<file path="src/rtl/imem_loader.sv">
// rtl/imem_loader.sv - boot-time loader: framed UART byte stream into the 2048x16 instruction memory
module imem_loader (
  input  logic        clk,
  input  logic        rst_n,
  input  logic        start,
  input  logic [7:0]  rx_data,
  input  logic        rx_rdy,
  output logic        clr_rx_rdy,
  output logic        we,
  output logic [10:0] waddr,
  output logic [15:0] wdata,
  output logic        cpu_hold,
  output logic        done,
  output logic        err
);

  localparam logic [7:0]  SYNC_BYTE = 8'hA5;
  localparam logic [11:0] MAX_WORDS = 12'd2048;

  localparam logic [3:0] S_IDLE   = 4'd0;
  localparam logic [3:0] S_SYNC   = 4'd1;
  localparam logic [3:0] S_CNT_HI = 4'd2;
  localparam logic [3:0] S_CNT_LO = 4'd3;
  localparam logic [3:0] S_DAT_HI = 4'd4;
  localparam logic [3:0] S_DAT_LO = 4'd5;
  localparam logic [3:0] S_CHK    = 4'd6;
  localparam logic [3:0] S_DONE   = 4'd7;
  localparam logic [3:0] S_ERR    = 4'd8;

  logic [3:0]  state;
  logic [3:0]  count_hi;
  logic [11:0] count;
  logic [11:0] idx;
  logic [7:0]  hold;
  logic [7:0]  csum;
  logic [11:0] cnt_next;

  // Every presented byte is taken in the cycle it appears, whatever the state.
  assign clr_rx_rdy = rst_n & rx_rdy;
  assign cnt_next   = {count_hi, rx_data};

  always_ff @(posedge clk) begin
    if (!rst_n) begin
      state    <= S_IDLE;
      count_hi <= 4'd0;
      count    <= 12'd0;
      idx      <= 12'd0;
      hold     <= 8'd0;
      csum     <= 8'd0;
      we       <= 1'b0;
      waddr    <= 11'd0;
      wdata    <= 16'd0;
      cpu_hold <= 1'b0;
      done     <= 1'b0;
      err      <= 1'b0;
    end else begin
      we <= 1'b0;
      if (start) begin
        state    <= S_SYNC;
        idx      <= 12'd0;
        csum     <= 8'd0;
        waddr    <= 11'd0;
        cpu_hold <= 1'b1;
        done     <= 1'b0;
        err      <= 1'b0;
      end else if (rx_rdy) begin
        case (state)
          S_SYNC: begin
            if (rx_data == SYNC_BYTE) state <= S_CNT_HI;
          end
          S_CNT_HI: begin
            count_hi <= rx_data[3:0];
            csum     <= csum ^ rx_data;
            state    <= S_CNT_LO;
          end
          S_CNT_LO: begin
            count <= cnt_next;
            csum  <= csum ^ rx_data;
            // Range check up front guarantees waddr can never wrap.
            if (cnt_next == 12'd0 || cnt_next > MAX_WORDS) begin
              state    <= S_ERR;
              err      <= 1'b1;
              cpu_hold <= 1'b0;
            end else begin
              state <= S_DAT_HI;
            end
          end
          S_DAT_HI: begin
            hold  <= rx_data;
            csum  <= csum ^ rx_data;
            state <= S_DAT_LO;
          end
          S_DAT_LO: begin
            csum  <= csum ^ rx_data;
            we    <= 1'b1;
            wdata <= {hold, rx_data};
            waddr <= idx[10:0];
            idx   <= idx + 12'd1;
            state <= (idx + 12'd1 == count) ? S_CHK : S_DAT_HI;
          end
          S_CHK: begin
            cpu_hold <= 1'b0;
            if (rx_data == csum) begin
              state <= S_DONE;
              done  <= 1'b1;
            end else begin
              state <= S_ERR;
              err   <= 1'b1;
            end
          end
          default: ;
        endcase
      end
    end
  end

endmodule

</file>
<file path="config.mk">
export PLATFORM = sky130hd
export DESIGN_NAME = imem_loader
export DESIGN_NICKNAME = d
export VERILOG_FILES = /design/src/rtl/imem_loader.sv
export SDC_FILE = /design/constraint.sdc
export NUM_CORES = 1
export LEC_CHECK = 0
export ABC_AREA = 1
export CORE_MARGIN = 2
export CORE_UTILIZATION = 33
export CTS_CLUSTER_DIAMETER = 100
export CTS_CLUSTER_SIZE = 8
export DETAILED_ROUTE_END_ITERATION = 12
export GPL_TIMING_DRIVEN = 0
export PLACE_DENSITY = 0.54
export SLEW_MARGIN = 0
export SYNTH_ARGS = -nofsm -noshare
export SYNTH_HDL_FRONTEND = slang
export SYNTH_SLANG_ARGS = --single-unit
</file>
<file path="constraint.sdc">
create_clock -name clk -period 4.7 [get_ports clk]
set_clock_uncertainty 0.15 [all_clocks]
set_input_delay 0.47 -clock clk [delete_from_list [all_inputs] [get_ports clk]]
set_output_delay 0.47 -clock clk [all_outputs]
set_load 0.01 [all_outputs]
</file>
==> insert_results.sql <==
INSERT INTO impl_metrics (metric_group, metric, value, unit) VALUES
('sta', 'report.final.slew_viol_count', '0', ''),
('clock_tree', 'cts_tree', 'yes', ''),
('global_routing', 'global_route_total_usage_across_every_layer', '17.6', '%'),
('sta', 'worstMarginPinSlew', '633', 'ps'),
('clock_tree', 'cts.root.buffer_cell', 'sky130_fd_sc_hd__clkbuf_8', ''),
('clock_tree', 'clkSlewWorstSetupHoldPaths', '80', 'ps'),
('logic_synthesis', 'muxShareOfSynthArea', '0', '%'),
('clock_tree', 'post_cts.repair.setup_buffers', '0', ''),
('logic_synthesis', 'synth_warnings', '0', ''),
('logic_synthesis', 'synth_top_area_share', '44.1', '%'),
('clock_tree', 'worst_skew_pair.late_latency', '350', 'ps'),
('logic_synthesis', 'post_synthesis_xor_xnor_area_fraction', '2.20', '%'),
('setup_path', 'critPathCaptureType', 'primary output', ''),
('outcome', 'outcome', 'completed', ''),
('sta', 'fmax', '0.375', 'GHz'),
('floorplan', 'floorplan_die_area', '11700', 'sq um'),
('layout', 'post_layout_nonfiller_instances', '702', ''),
('drt', 'route.antenna.remaining_nets', '0', ''),
('logic_synthesis', 'syn_nets', '519', ''),
('setup_path', 'category_of_the_critical_setup_timing_path', 'primary input to primary output', ''),
('drt', 'drt-pass1-iter-count', '5', ''),
('setup_path', 'crit_path_start_kind', 'primary input', ''),
('drt', 'totalWireLength', '9.61', 'mm'),
('placement', 'buffer_ports.inserted', '40', ''),
('setup_path', 'worstPathArrival', '2050', 'ps'),
('setup_path', 'regToRegStartpoint', 'state[0]', ''),
('floorplan', 'fp.coreArea', '10700', 'sq um'),
('placement', 'place_inst', '686', ''),
('global_routing', 'first_pass_grt_wire_length', '16.1', 'mm'),
('global_routing', 'grt_start_max_net_pins', '14', ''),
('layout', 'area_delta_synth_final', '21.4', '%'),
('sta', 'final_min_period_over_clock_period', '56.8', '%'),
('placement', 'place_congestion', '0.916', ''),
('logic_synthesis', 'netlist_top_cells_area', 'sky130_fd_sc_hd__dfxtp_1 (44%), sky130_fd_sc_hd__nand2_1 (11%), sky130_fd_sc_hd__a21oi_1 (9.1%), sky130_fd_sc_hd__nand3_1 (8.5%), sky130_fd_sc_hd__inv_1 (5.0%)', ''),
('setup_path', 'slowest_stage', 'sky130_fd_sc_hd__clkdlybuf4s50_1', ''),
('setup_path', 'crit_path_max_incr_delay', '550', 'ps'),
('logic_synthesis', 'yosysTopAreaCell', 'sky130_fd_sc_hd__dfxtp_1', ''),
('pwr', 'leakagePower', '1.59', 'nW'),
('drt', 'drtIter0Drc', '151', ''),
('setup_path', 'top_cell_by_count_worst_path', 'sky130_fd_sc_hd__clkdlybuf4s50_1', ''),
('clock_tree', 'h-tree-depth', '3', ''),
('clock_tree', 'clock_tree.buffer_depth', '2', ''),
('floorplan', 'dieWidth', '108', 'um'),
('logic_synthesis', 'syn-mean-instance-area', '7.09', 'sq um'),
('setup_path', 'cp.required', '4080', 'ps'),
('floorplan', 'initial_utilization', '33.5', '%'),
('setup_path', 'cp_max_fo', '10', ''),
('logic_synthesis', 'most_common_cell_in_the_netlist', 'sky130_fd_sc_hd__nand2_1', ''),
('logic_synthesis', 'syn-instance-count', '506', ''),
('setup_path', 'critPathTopFamily', 'buffers and inverters', ''),
('setup_path', 'worstSetupStartpoint', 'rst_n', ''),
('setup_path', 'timing.critical_path.buf_inv', '4', ''),
('sta', 'slew_headroom', '57.7', '%'),
('layout', 'utilization', '40.7', '%'),
('sta', 'setup_tns_final', '0', 'ps'),
('floorplan', 'design.portCount', '44', ''),
('floorplan', 'die_y', '108', 'um'),
('worst_hold_path', 'worst_hold_startpoint', 'err', ''),
('pwr', 'powerDensity', '283', 'nW/um^2'),
('sta', 'fin_crit', '2670', 'ps'),
('logic_synthesis', 'synth_compound_gate_area_share', '16.4', '%'),
('logic_synthesis', 'synth_enable_flop_cells', '0', ''),
('sta', 'grt_setup_unrepaired', 'no', ''),
('logic_synthesis', 'synth_top_family_by_area', 'simple AND/OR/NAND/NOR gates', ''),
('logic_synthesis', 'synthTopCellsByCount', 'sky130_fd_sc_hd__nand2_1 (101), sky130_fd_sc_hd__dfxtp_1 (79), sky130_fd_sc_hd__a21oi_1 (65)', ''),
('setup_path', 'timing.critical_path.cells', 'clkdlybuf4s50_1 > buf_1 > nand2_1 > inv_1 > clkdlybuf4s50_1', ''),
('drt', 'vias', '3432', ''),
('sta', 'hold_viol_final', '0', ''),
('logic_synthesis', 'synth_fa_ha_area_share', '0.349', '%'),
('clock_tree', 'post_cts_hold_buffer_count', '0', ''),
('drt', 'via_per_inst', '4.89', '');
==> flip-flops by register name, summed over array words and instances (netlist names) <==
name,cells
cpu_hold,1
count,12
we,1
done,1
err,1
wdata,16
hold,8
csum,8
waddr,11
state,4
idx,12
count_hi,4
==> logic make-up after synthesis <==
group | Yosys count
compound gates | 113
xor+xnor | 9
fa+ha+maj | 1
buf+inv | 74
flops | 79
simple gates | 230
==> worst paths after layout <==
kind,endpoint,slack [ps],cells after the start
max reg2reg,idx[7],2770,7
min reg2reg,err,310,2
max,clr_rx_rdy,2030,5
min,err,310,2
==> power by group <==
| group | switching (mW) | internal, mW | leakage, nW |
|---|---|---|---|
| Clock | 0.250 | 0.246 | 0.0895 |
| Combinational | 0.0435 | 0.0201 | 0.863 |
| Sequential | 0.00124 | 0.671 | 0.637 |
| Total | 0.295 | 0.937 | 1.59 |
==> final cells by class <==
cell class | count | area (sq um)
plain buffers | 23 | 101
well taps | 140 | 175
flip-flops and latches | 79 | 1580
fillers | 1119 | 6350
clock inverters | 5 | 58.8
clock buffers | 11 | 131
repair buffers | 40 | 400
inverters | 51 | 191
multi-input cells | 353 | 1710
==> cell usage in the layout (no fill, tap or decap), types with 6 or more instances in the layout <==
| cell type | n |
|---|---|
| sky130_fd_sc_hd__inv_1 | 48 |
| sky130_fd_sc_hd__clkbuf_1 | 14 |
| sky130_fd_sc_hd__a21oi_1 | 65 |
| sky130_fd_sc_hd__nand4_1 | 6 |
| sky130_fd_sc_hd__nand3_1 | 61 |
| sky130_fd_sc_hd__clkbuf_8 | 9 |
| sky130_fd_sc_hd__o21ai_0 | 31 |
| sky130_fd_sc_hd__dfxtp_1 | 79 |
| sky130_fd_sc_hd__o21ai_1 | 7 |
| sky130_fd_sc_hd__clkdlybuf4s50_1 | 40 |
| sky130_fd_sc_hd__buf_2 | 9 |
| sky130_fd_sc_hd__nand2_1 | 101 |
| sky130_fd_sc_hd__nor2_1 | 42 |
==> metal layers <==
| layer | track usage [%] | part of all wire [%] |
|---|---|---|
| met5 | 0 | 0 |
| met2 | 29.4 | 48 |
| met3 | 3.44 | 4.2 |
| met1 | 22.7 | 47 |
| met4 | 5.77 | 1.3 |
==> stage by stage <==
stage               power [mW]  setup slack [ps]  hold slack, ps
finish                    1.23              2030             307
global route              1.28              1890             326
CTS                       1.25              2000             313
detailed placement       0.752              1880             299
global placement         0.752              1950             294
floorplan                0.723              3070             292
==> worst register-to-register path, stage by stage (launching register included) <==
cell and delay (ps):
sky130_fd_sc_hd__dfxtp_1 310, sky130_fd_sc_hd__buf_2 170, sky130_fd_sc_hd__nand4_1 180, sky130_fd_sc_hd__nor2_2 270
sky130_fd_sc_hd__inv_1 160, sky130_fd_sc_hd__clkbuf_1 300, sky130_fd_sc_hd__o21ai_0 230, sky130_fd_sc_hd__inv_1 50
(Power assumes the default switching activity.)
